### config.mk
export PLATFORM = sky130hd
export DESIGN_NAME = pipe3_rr_scheduler_flat
export DESIGN_NICKNAME = d
export VERILOG_FILES = /design/src/rtl/pipe3_rr_scheduler_if.sv /design/src/rtl/pipe3_rr_scheduler.sv /design/src/flat_wrapper.sv
export SDC_FILE = /design/constraint.sdc
export NUM_CORES = 1
export LEC_CHECK = 0
export ABC_CLOCK_PERIOD_IN_PS = 5100
export CAP_MARGIN = 10
export CORE_ASPECT_RATIO = 1.25
export CORE_MARGIN = 5
export CORE_UTILIZATION = 49
export DETAILED_ROUTE_END_ITERATION = 8
export PLACE_DENSITY = 0.85
export SLEW_MARGIN = 5
export SYNTH_ARGS = -nofsm -noshare
export SYNTH_HDL_FRONTEND = slang
export SYNTH_SLANG_ARGS = --single-unit
### constraint.sdc
create_clock -name clk -period 5.1 [get_ports clk]
set_clock_uncertainty 0.1 [all_clocks]
set_input_delay 1.02 -clock clk [delete_from_list [all_inputs] [get_ports clk]]
set_output_delay 1.02 -clock clk [all_outputs]
set_load 0.02 [all_outputs]
### src/rtl/pipe3_rr_scheduler_if.sv
`default_nettype none
// ============================================================================
// Module   : pipe3_rr_scheduler_if
// Function : Requester-side and consumer-side signals of the round-robin
//            scheduler, grouped with directional modports.
// Revision : 1.0 - initial release
// ============================================================================
interface pipe3_rr_scheduler_if #(
  parameter int NREQ = 4,
  parameter int DW   = 8,
  parameter int IDW  = 2
);
  logic [NREQ-1:0]    req;
  logic [NREQ*DW-1:0] req_data;
  logic [NREQ-1:0]    gnt;
  logic               flush;
  logic               out_valid;
  logic               out_ready;
  logic [DW-1:0]      out_data;
  logic [IDW-1:0]     out_id;
  logic [2:0]         stage_valid;
  logic [1:0]         occupancy;
  logic               busy;

  // Scheduler side
  modport slave (
    input  req, req_data, flush, out_ready,
    output gnt, out_valid, out_data, out_id, stage_valid, occupancy, busy
  );

  // Requesters / consumer side
  modport master (
    output req, req_data, flush, out_ready,
    input  gnt, out_valid, out_data, out_id, stage_valid, occupancy, busy
  );
endinterface
`default_nettype wire

### src/rtl/pipe3_rr_scheduler.sv
`default_nettype none
// ============================================================================
// Module   : pipe3_rr_scheduler
// Function : Round-robin arbiter feeding a shared 3-stage data/ID pipeline
//            with global stall on backpressure and synchronous flush.
// Revision : 1.0 - initial release
// ============================================================================
module pipe3_rr_scheduler #(
  parameter int NREQ = 4,
  parameter int DW   = 8,
  parameter int IDW  = 2
) (
  input  wire                 clk,
  input  wire                 rst,   // asynchronous, active-low
  pipe3_rr_scheduler_if.slave bus
);

  logic [2:0]     r_valid;
  logic [DW-1:0]  r_data [3];
  logic [IDW-1:0] r_id   [3];
  logic [IDW-1:0] r_ptr;

  logic           w_adv;
  logic           w_found;
  logic [IDW-1:0] w_win;
  logic [IDW-1:0] w_idx;
  logic           w_issue;
  logic [DW-1:0]  w_sel_data;

  // The whole pipe moves only when stage 3 is empty or being consumed.
  assign w_adv = !(r_valid[2] && !bus.out_ready);

  // Round-robin search: start one past the last winner, ascending with wrap.
  always_comb begin
    w_found = 1'b0;
    w_win   = '0;
    w_idx   = '0;
    for (int k = 1; k <= NREQ; k++) begin
      w_idx = IDW'((int'(r_ptr) + k) % NREQ);
      if (!w_found && bus.req[w_idx]) begin
        w_found = 1'b1;
        w_win   = w_idx;
      end
    end
  end

  // Grant is suppressed during reset, stall and flush so nothing is lost.
  assign w_issue    = rst && w_adv && !bus.flush && w_found;
  assign w_sel_data = bus.req_data[w_win*DW +: DW];
  assign bus.gnt    = w_issue ? (NREQ'(1) << w_win) : '0;

  // Pipeline stages: flush clears valids only, advance shifts everything.
  always_ff @(posedge clk or negedge rst) begin
    if (!rst) begin
      r_valid <= '0;
      for (int s = 0; s < 3; s++) begin
        r_data[s] <= '0;
        r_id[s]   <= '0;
      end
    end else if (bus.flush) begin
      r_valid <= '0;
    end else if (w_adv) begin
      r_valid   <= {r_valid[1:0], w_issue};
      r_data[2] <= r_data[1];
      r_data[1] <= r_data[0];
      r_id[2]   <= r_id[1];
      r_id[1]   <= r_id[0];
      if (w_issue) begin
        r_data[0] <= w_sel_data;
        r_id[0]   <= w_win;
      end
    end
  end

  // Pointer remembers the last winner; reset value gives requester 0 priority.
  always_ff @(posedge clk or negedge rst) begin
    if (!rst) begin
      r_ptr <= IDW'(NREQ - 1);
    end else if (w_issue) begin
      r_ptr <= w_win;
    end
  end

  assign bus.out_valid   = r_valid[2];
  assign bus.out_data    = r_data[2];
  assign bus.out_id      = r_id[2];
  assign bus.stage_valid = r_valid;
  assign bus.occupancy   = {1'b0, r_valid[0]} + {1'b0, r_valid[1]} + {1'b0, r_valid[2]};
  assign bus.busy        = |r_valid;

endmodule
`default_nettype wire

### src/flat_wrapper.sv
// flat-port wrapper written by rule: the top's interface ports become plain ports
module pipe3_rr_scheduler_flat 
#(
  parameter int NREQ = 4,
  parameter int DW   = 8,
  parameter int IDW  = 2
)
  (clk, rst, bus_req, bus_req_data, bus_flush, bus_out_ready, bus_gnt, bus_out_valid, bus_out_data, bus_out_id, bus_stage_valid, bus_occupancy, bus_busy);
  pipe3_rr_scheduler_if #(.NREQ(NREQ), .DW(DW), .IDW(IDW)) bus_i ();
  input  wire clk;
  input  wire rst;
  input wire logic [$bits(bus_i.req)-1:0] bus_req;
  input wire logic [$bits(bus_i.req_data)-1:0] bus_req_data;
  input wire logic [$bits(bus_i.flush)-1:0] bus_flush;
  input wire logic [$bits(bus_i.out_ready)-1:0] bus_out_ready;
  output wire logic [$bits(bus_i.gnt)-1:0] bus_gnt;
  output wire logic [$bits(bus_i.out_valid)-1:0] bus_out_valid;
  output wire logic [$bits(bus_i.out_data)-1:0] bus_out_data;
  output wire logic [$bits(bus_i.out_id)-1:0] bus_out_id;
  output wire logic [$bits(bus_i.stage_valid)-1:0] bus_stage_valid;
  output wire logic [$bits(bus_i.occupancy)-1:0] bus_occupancy;
  output wire logic [$bits(bus_i.busy)-1:0] bus_busy;
  assign bus_i.req = bus_req;
  assign bus_i.req_data = bus_req_data;
  assign bus_i.flush = bus_flush;
  assign bus_i.out_ready = bus_out_ready;
  assign bus_gnt = bus_i.gnt;
  assign bus_out_valid = bus_i.out_valid;
  assign bus_out_data = bus_i.out_data;
  assign bus_out_id = bus_i.out_id;
  assign bus_stage_valid = bus_i.stage_valid;
  assign bus_occupancy = bus_i.occupancy;
  assign bus_busy = bus_i.busy;
  pipe3_rr_scheduler #(.NREQ(NREQ), .DW(DW), .IDW(IDW)) u_core (.clk(clk), .rst(rst), .bus(bus_i));
endmodule
# [Word level (Yosys, flattened, before mapping)]
# Cells that the tools add are included.
[totals] regBits=35 out_inout_bits=21 word_cells=58
[classes] addsub=6 order_cmp=4 eq_ne=1 n_shift=2 n_mux=19 bitwise_logic=2 reduce_logical=16
[op_table] cell="$shiftx A32 B6 Y8" n=1
[op_table] cell="$lt A2 B3 Y1 const B" n=4
[op_table] cell="$bmux W1 S2" n=4
[op_table] cell="$mux W1" n=8
[op_table] cell="$mux W2" n=4
[op_table] cell="$logic_and A1 B1 Y1" n=7
[op_table] cell="$logic_not A1 Y1" n=6
[op_table] cell="$mux W3" n=2
[op_table] cell="$add A2 B1 Y2 const B" n=2
[op_table] cell="$add A2 B2 Y2 const B" n=2
[op_table] cell="$mux W4" n=1
[op_table] cell="$shl A1 B2 Y4 const A" n=1
[op_table] cell="$reduce_and A3 Y1" n=1
[op_table] cell="$reduce_or A3 Y1" n=1
[op_table] cell="$add A1 B1 Y2" n=1
[op_table] cell="$add A2 B1 Y2" n=1
[op_table] cell="$ne A2 B2 Y1 const B" n=1
[op_table] cell="$not A1 Y1" n=2
[op_table] cell="$reduce_and A2 Y1" n=1

# [Logic depth before layout (Yosys ltp)]
# Gate-level depths: netlist of run 1.
[logic_depth] depth_word=16 mapped_depth=6

# [Least setup slack after synthesis of run 1]
# No wires, ideal clock.
[synth_path] path_kind="input port to output port" startpoint="input bus_req[2]" endpoint="output bus_gnt[0]" arrival_time_ns=2.053 required_ns=3.980 slack_ns=1.927 stages=4 path_buffers=0 cell_sequence="or4_1 nand3_1 a21oi_1 and2_1"
[synth_between] elab_chain_len=14
[synth_rtl] element="start, declared" line="flat_wrapper.sv:12" rtl="input wire logic [$bits(bus_i.req)-1:0] bus_req;"
[synth_rtl] element="$bmux W1 S2" line="pipe3_rr_scheduler.sv:40" rtl="if (!w_found && bus.req[w_idx]) begin"
[synth_rtl] element="$mux W1 (implied by the code)" line="pipe3_rr_scheduler.sv:40"
[synth_rtl] element="$mux W1" line="pipe3_rr_scheduler.sv:40"
[synth_rtl] element="$logic_not A1 Y1" line="pipe3_rr_scheduler.sv:40"
[synth_rtl] element="$logic_and A1 B1 Y1" line="pipe3_rr_scheduler.sv:40"
[synth_rtl] element="$mux W1" line="pipe3_rr_scheduler.sv:40"
[synth_rtl] element="$logic_not A1 Y1" line="pipe3_rr_scheduler.sv:40"
[synth_rtl] element="$logic_and A1 B1 Y1" line="pipe3_rr_scheduler.sv:40"
[synth_rtl] element="$mux W1" line="pipe3_rr_scheduler.sv:40"
[synth_rtl] element="$logic_not A1 Y1" line="pipe3_rr_scheduler.sv:40"
[synth_rtl] element="$logic_and A1 B1 Y1" line="pipe3_rr_scheduler.sv:40"
[synth_rtl] element="$mux W2 / $mux W1 (equally long branches)" line="pipe3_rr_scheduler.sv:40"
[synth_rtl] element="$shl A1 B2 Y4 / $logic_and A1 B1 Y1 (equally long branches)" line="pipe3_rr_scheduler.sv:50, pipe3_rr_scheduler.sv:48"
[synth_rtl] element="$mux W4 (*)" line="pipe3_rr_scheduler.sv:50" rtl="assign bus.gnt = w_issue ? (NREQ'(1) << w_win) : '0;"
[synth_rtl] element="end, declared" line="flat_wrapper.sv:16" rtl="output wire logic [$bits(bus_i.gnt)-1:0] bus_gnt;"
# Mark *: on every way between the ends. The rest lies on a longest branch, timed or not. The select of a mux whose other input is x is not followed.

# [Worst setup path in the final report of run 1]
[layout_path] startpoint="input bus_req[1]" endpoint="output bus_gnt[1]"
# Same word-level chain as after synthesis.

==> results of run 1 <==
==> worst max-delay path, delay by kind of cell <==
kind | cells | cell delay (ns)
AOI/OAI and AO/OA | 2 | 0.75
buffers and inverters | 2 | 1.17
and+or+nand+nor | 2 | 0.32
==> layout make-up <==
class	count	area share
Timing Repair Buffer	63	0.249
Multi-Input combinational cell	109	0.329
Clock buffer	7	0.0307
Sequential cell	35	0.354
Inverter	10	0.0151
Tap cell	40	0.0202
Clock inverter	1	0.00202
==> where the power goes <==
part / internal [mW] / total [mW] / switching (mW)
clock network: 0.0956 / 0.181 / 0.0859
registers: 0.374 / 0.427 / 0.0530
logic: 0.190 / 0.342 / 0.152
total: 0.660 / 0.951 / 0.291
==> metrics by stage <==
step           power (mW)  area (um2)
2_1_floorplan       0.675        1860
3_3_place_gp        0.763        2400
3_5_place_dp        0.779        2400
4_1_cts             0.962        2480
5_1_grt              1.01        2480
6_report            0.951        2480
==> layer usage <==
layer / track usage / vias to the layer above / share of wire
li1: - / 698 / -
met4: 0.0622 / 0 / 0.019
met2: 0.258 / 51 / 0.52
met1: 0.190 / 679 / 0.40
met3: 0.0311 / 4 / 0.063
met5: 0 / - / 0
==> flip-flops by register name, indices dropped and copies added, names as in the netlist <==
| signal | flops |
|---|---|
| u_core.bus.stage_valid | 3 |
| u_core.bus.out_id | 2 |
| u_core.r_ptr | 2 |
| u_core.r_data | 16 |
| u_core.r_id | 4 |
| u_core.bus.out_data | 8 |
==> kinds of logic after synthesis <==
| logic type | after synthesis |
|---|---|
| AOI/OAI and AO/OA | 32 |
| adders and majority gates | 1 |
| buffers and inverters | 29 |
| DFF | 35 |
| muxes | 29 |
| and+or+nand+nor | 47 |
==> final timing paths <==
path	startpoint	endpoint	cells after the start
max	bus_req[1]	bus_gnt[1]	6
min	u_core.r_id[5]	u_core.r_id[5]	2
max reg2reg	u_core.r_ptr[0]	u_core.r_data[21]	5
min reg2reg	u_core.r_id[5]	u_core.r_id[5]	2
max in group asynchronous	rst	u_core.r_ptr[0]	2
min in group asynchronous	rst	u_core.bus.out_data[6]	2
==> Yosys cell counts, drive strengths merged <==
library cell  number  area share
nand3b             1      0.0040
clkbuf             3      0.0060
o211ai             9       0.039
o21ai              9       0.024
nand2b             5       0.017
dfrtp             33        0.44
nand3              2      0.0081
mux2              20        0.12
a21bo              1      0.0054
or3                1      0.0034
or4                1      0.0040
and4               8       0.038
a21boi             1      0.0040
dfstp              2       0.028
inv               10       0.020
a31oi              8       0.027
a21oi              1      0.0027
and2               1      0.0034
nor2b              3       0.010
a21o               1      0.0040
fa                 1       0.011
nor2               7       0.014
nand2             15       0.030
o21a               1      0.0040
o22a               1      0.0047
and3               3       0.013
mux2i              9       0.048
buf               16       0.062
==> flow_metrics.env, run 1 <==
export IMPL_cp_slowest_cell="clkdlybuf4s50_1"
export IMPL_cp_data_required_time_ns=3.98
export IMPL_overflow=0
export IMPL_globalRouteTotalUtil=0.153
export IMPL_critPathKind="in2out"
export IMPL_min_period_over_period=0.859
export IMPL_worstPathMaxFanout=10
export IMPL_antenna_cells=0
export IMPL_fin_ws_ns=0.719
export IMPL_drv_cap=0
export IMPL_cp_end_kind="primary output"
export IMPL_cts_sinks=35
export IMPL_arrival_ns=3.26
export IMPL_maxSlewViolCount=0
export IMPL_cellPowerDensity_nw_per_um2=383
export IMPL_place_inst=257
export IMPL_path_cells="clkdlybuf4s50_1 > nand2b_1 > o22a_1 > a21oi_1 > nor2b_1 > clkdlybuf4s50_1"
export IMPL_hold_path_class="reg2reg"
export IMPL_hold_buffers=0
export IMPL_hold_ws_ns=0.388
export IMPL_route_detailed_drc=0
export IMPL_dp_slack_ns=0.728
export IMPL_post_cts_buffers=0
export IMPL_rows=25
export IMPL_n_fill_cell=290
export IMPL_synth_compound_area_share=0.115
export IMPL_ys_seq_area_frac=0.472
export IMPL_ir_drop_uv=174
export IMPL_initial_core_util=0.500
export IMPL_synthCells=173
export IMPL_grt_pass1_wl_mm=6.22
export IMPL_nNetsFinal=265
export IMPL_core_um2=3720
export IMPL_worst_path_most_repeated_cell="clkdlybuf4s50_1"
export IMPL_synth_area_per_cell_um2=10.8
export IMPL_place_port_buffers=60
export IMPL_ctsRootBufferMaster="clkbuf_8"
export IMPL_gp_congestion=0.791
export IMPL_seqCellArea_um2=878
export IMPL_cts_buffers=5
export IMPL_setup_viol=0
export IMPL_first_global_vias=1392
export IMPL_synth_top_family_by_area="multiplexers"
export IMPL_dp_hpwl_mm=2.96
export IMPL_vias=1432
export IMPL_drt_iter0_drc=41
export IMPL_grt_max_degree=36
export IMPL_cp_start_kind="input pin"
export IMPL_antenna_found_initial=0
export IMPL_ios=61
export IMPL_ctsHtreeMaxLevel=2
export IMPL_synth_cell_types=34
export IMPL_multiInputGateArea_um2=818
export IMPL_wl_mm=3.64
export IMPL_mostFrequentLayoutCell="clkdlybuf4s50_1"
export IMPL_yosys_area_share_simple=0.144
export IMPL_wl_per_cell_um=13.7
export IMPL_drive_above_1_share=0.160
export IMPL_clk_pin_slew_ns=0.06
export IMPL_rsz0062_at_grt="no"
export IMPL_synthesis_area_um2=1860
export IMPL_drt_first_pass_iters=4
export IMPL_hold_viol=0
export IMPL_cts_resized=0
export IMPL_max_freq_mhz=228
export IMPL_mostFrequentLayoutCells="clkdlybuf4s50_1 (59), dfrtp_1 (33), mux2_2 (20)"
export IMPL_r2r_slack_ns=2.90
export IMPL_ys_warn_count=0
export IMPL_die_w_um=65.1
export IMPL_synth_seq_cells=35
export IMPL_synthAdderAreaFrac=0.0108
export IMPL_leakage_nw=1.09
export IMPL_final_core_util=0.667
export IMPL_cts_tree="built"
export IMPL_finalCriticalPeriod_ns=4.38
export IMPL_synth_mux_area_frac=0.169
export IMPL_worstMarginPinSlew_ns=0.925
export IMPL_postRouteAntennaNets=0
export IMPL_finalSetupTns_ns=0
export IMPL_fp_dieH_um=78.9
export IMPL_clkLatencyLatePin_ns=0.27
export IMPL_vias_per_cell=5.40
export IMPL_slew_headroom=0.379
export IMPL_finalNonFillerCells=265
export IMPL_dieArea_um2=5140
export IMPL_clockBufferDepth=2
export IMPL_synthesis_nets=214
export IMPL_status="complete, no violations"
export IMPL_critical_path_max_stage_delay_ns=0.62
export IMPL_syn2layout_area_growth_pct=33.4
export IMPL_synthXorXnorAreaFrac=0
Power figures use the tool's default switching activity.
==> run 2: changes to the inputs <==
--- a/config.mk
+++ b/config.mk
@@ -5,13 +5,13 @@
 export SDC_FILE = /design/constraint.sdc
 export NUM_CORES = 1
 export LEC_CHECK = 0
+export ABC_AREA = 1
 export ABC_CLOCK_PERIOD_IN_PS = 5100
 export CAP_MARGIN = 10
-export CORE_ASPECT_RATIO = 1.25
 export CORE_MARGIN = 5
-export CORE_UTILIZATION = 49
+export CORE_UTILIZATION = 50
 export DETAILED_ROUTE_END_ITERATION = 8
-export PLACE_DENSITY = 0.85
+export PLACE_DENSITY = 0.83
 export SLEW_MARGIN = 5
 export SYNTH_ARGS = -nofsm -noshare
 export SYNTH_HDL_FRONTEND = slang
==> flow_metrics.env, run 2 <==
export IMPL_hold_ws_ns=0.366
export IMPL_hold_viol=0
export IMPL_synthesis_nets=321
export IMPL_synthCells=280
export IMPL_ys_warn_count=0
export IMPL_antenna_found_initial=0
export IMPL_cp_data_required_time_ns=3.98
export IMPL_die_w_um=75.1
export IMPL_drt_first_pass_iters=4
export IMPL_r2r_slack_ns=2.79
export IMPL_grt_pass1_wl_mm=7.32
export IMPL_cts_resized=0
export IMPL_hold_buffers=0
export IMPL_mostFrequentLayoutCell="nand2_1"
export IMPL_dp_hpwl_mm=3.40
export IMPL_ir_drop_uv=460
export IMPL_worstMarginPinSlew_ns=0.414
export IMPL_clk_pin_slew_ns=0.07
export IMPL_rows=23
export IMPL_dieArea_um2=5640
export IMPL_yosysTopAreaCell="dfrtp_1"
export IMPL_drive_above_1_share=0.150
export IMPL_postRouteAntennaNets=0
export IMPL_post_cts_buffers=0
export IMPL_regMostFlops="u_core.r_data"
export IMPL_mostFrequentLayoutCells="nand2_1 (107), clkdlybuf4s50_1 (59), inv_1 (33), dfrtp_1 (33), nand3_1 (22)"
export IMPL_largest_register_ffs=16
export IMPL_synth_area_per_cell_um2=7.57
export IMPL_route_detailed_drc=0
export IMPL_synth_seq_cells=35
export IMPL_antenna_cells=0
export IMPL_finalSetupTns_ns=0
export IMPL_max_freq_mhz=231
export IMPL_ys_flop_type="dfrtp_1"
export IMPL_syn2layout_area_growth_pct=30.4
export IMPL_vias=1821
export IMPL_slew_headroom=0.724
export IMPL_ys_seq_area_frac=0.415
export IMPL_leakage_nw=1.42
export IMPL_maxSlewViolCount=0
export IMPL_finalNonFillerCells=384
export IMPL_finalCriticalPeriod_ns=4.33
export IMPL_grt_max_degree=36
export IMPL_place_port_buffers=60
export IMPL_rsz0062_at_grt="no"
export IMPL_clockBufferDepth=2
export IMPL_ios=61
export IMPL_nNetsFinal=374
export IMPL_synth_most_common_cell="nand2_1"
export IMPL_place_inst=376
export IMPL_arrival_ns=3.21
export IMPL_globalRouteTotalUtil=0.166
export IMPL_setup_viol=0
export IMPL_worstPathMaxFanout=13
export IMPL_status="complete, no violations"
export IMPL_gp_congestion=0.866
export IMPL_cp_end_kind="primary output"
export IMPL_fp_dieH_um=75.1
export IMPL_drv_cap=0
export IMPL_synth_area_leaders="dfrtp_1 (39%), nand2_1 (19%), inv_1 (5.8%)"
export IMPL_critPathKind="in2out"
export IMPL_ys_top_cells_by_count="nand2_1 (107), dfrtp_1 (33), inv_1 (33)"
export IMPL_synthesis_area_um2=2120
export IMPL_synth_cell_types=30
export IMPL_cellPowerDensity_nw_per_um2=574
export IMPL_cp_start_kind="input pin"
export IMPL_min_period_over_period=0.849
export IMPL_core_um2=4060
export IMPL_cts_sinks=35
export IMPL_hold_path_class="reg2reg"
export IMPL_cts_buffers=5
export IMPL_initial_core_util=0.522
export IMPL_ctsHtreeMaxLevel=2
export IMPL_vias_per_cell=4.74
export IMPL_first_global_vias=1674
export IMPL_overflow=0
export IMPL_synth_edff_count=0
export IMPL_wl_per_cell_um=11.4
export IMPL_cts_tree="built"
export IMPL_ctsRootBufferMaster="clkbuf_8"
export IMPL_drt_iter0_drc=119
export IMPL_synth_top_area_share=0.390
export IMPL_wl_mm=4.38
export IMPL_p_total_mw=1.59
export IMPL_async_flop_share=1.00
export IMPL_clkLatencyLatePin_ns=0.28
## run 2: worst paths after layout
kind                       cells after the start                      to              start
hold / removal                                 2  u_core.bus.out_data[2]  u_core.r_data[10]
max in group asynchronous                      2         u_core.r_ptr[0]                rst
setup reg to reg                              14       u_core.r_data[23]    u_core.r_ptr[0]
hold reg to reg                                2  u_core.bus.out_data[2]  u_core.r_data[10]
min in group asynchronous                      2  u_core.bus.out_data[0]                rst
setup / recovery                              11              bus_gnt[2]         bus_req[0]
## run 2: cells by family after synthesis
kind of cell    count (synthesis)  share of synthesized area
simple gates                  170                      0.377
buf+inv                        58                      0.138
flops                          35                      0.415
compound gates                 16                     0.0602
fa+ha+maj                       1                    0.00945
## run 2: layout make-up
cell class | count | area (um2)
Sequential cell | 35 | 878
Tap cell | 50 | 62.6
Inverter | 39 | 149
Clock inverter | 1 | 5.00
Clock buffer | 7 | 86.3
Timing Repair Buffer | 65 | 633
Fill cell | 343 | 1300
Multi-Input combinational cell | 187 | 947
## run 2: worst max-delay path: stages
cell	delay (ns)
clkdlybuf4s50_1	0.50
nand2_1	0.06
nand2_1	0.11
nand2_1	0.07
nand2_2	0.08
inv_1	0.07
nand3_4	0.11
nand3_2	0.08
buf_4	0.20
nor3_1	0.25
clkdlybuf4s50_1	0.66
## run 2: where the power goes
| group | total (mW) | switching (mW) | internal, mW |
|---|---|---|---|
| Clock | 0.202 | 0.0932 | 0.109 |
| Sequential | 0.471 | 0.0756 | 0.395 |
| Combinational | 0.913 | 0.564 | 0.349 |
## run 2: per-layer routing
| layer | GRT usage | routed length [um] | up-vias |
|---|---|---|---|
| li1 | - | - | 957 |
| met1 | 0.223 | 2050 | 806 |
| met2 | 0.269 | 1990 | 52 |
| met3 | 0.0347 | 297 | 6 |
| met4 | 0.0474 | 40 | 0 |
| met5 | 0 | 0 | - |
## run 2: metrics by stage
stage	utilization	setup slack [ns]	cell area [um2]
after global placement	0.658	0.839	2670
after floorplan	-	1.67	2120
after CTS	0.681	0.799	2760
final	0.681	0.771	2760
after detailed placement	0.658	0.819	2670
after global routing	0.681	0.659	2760
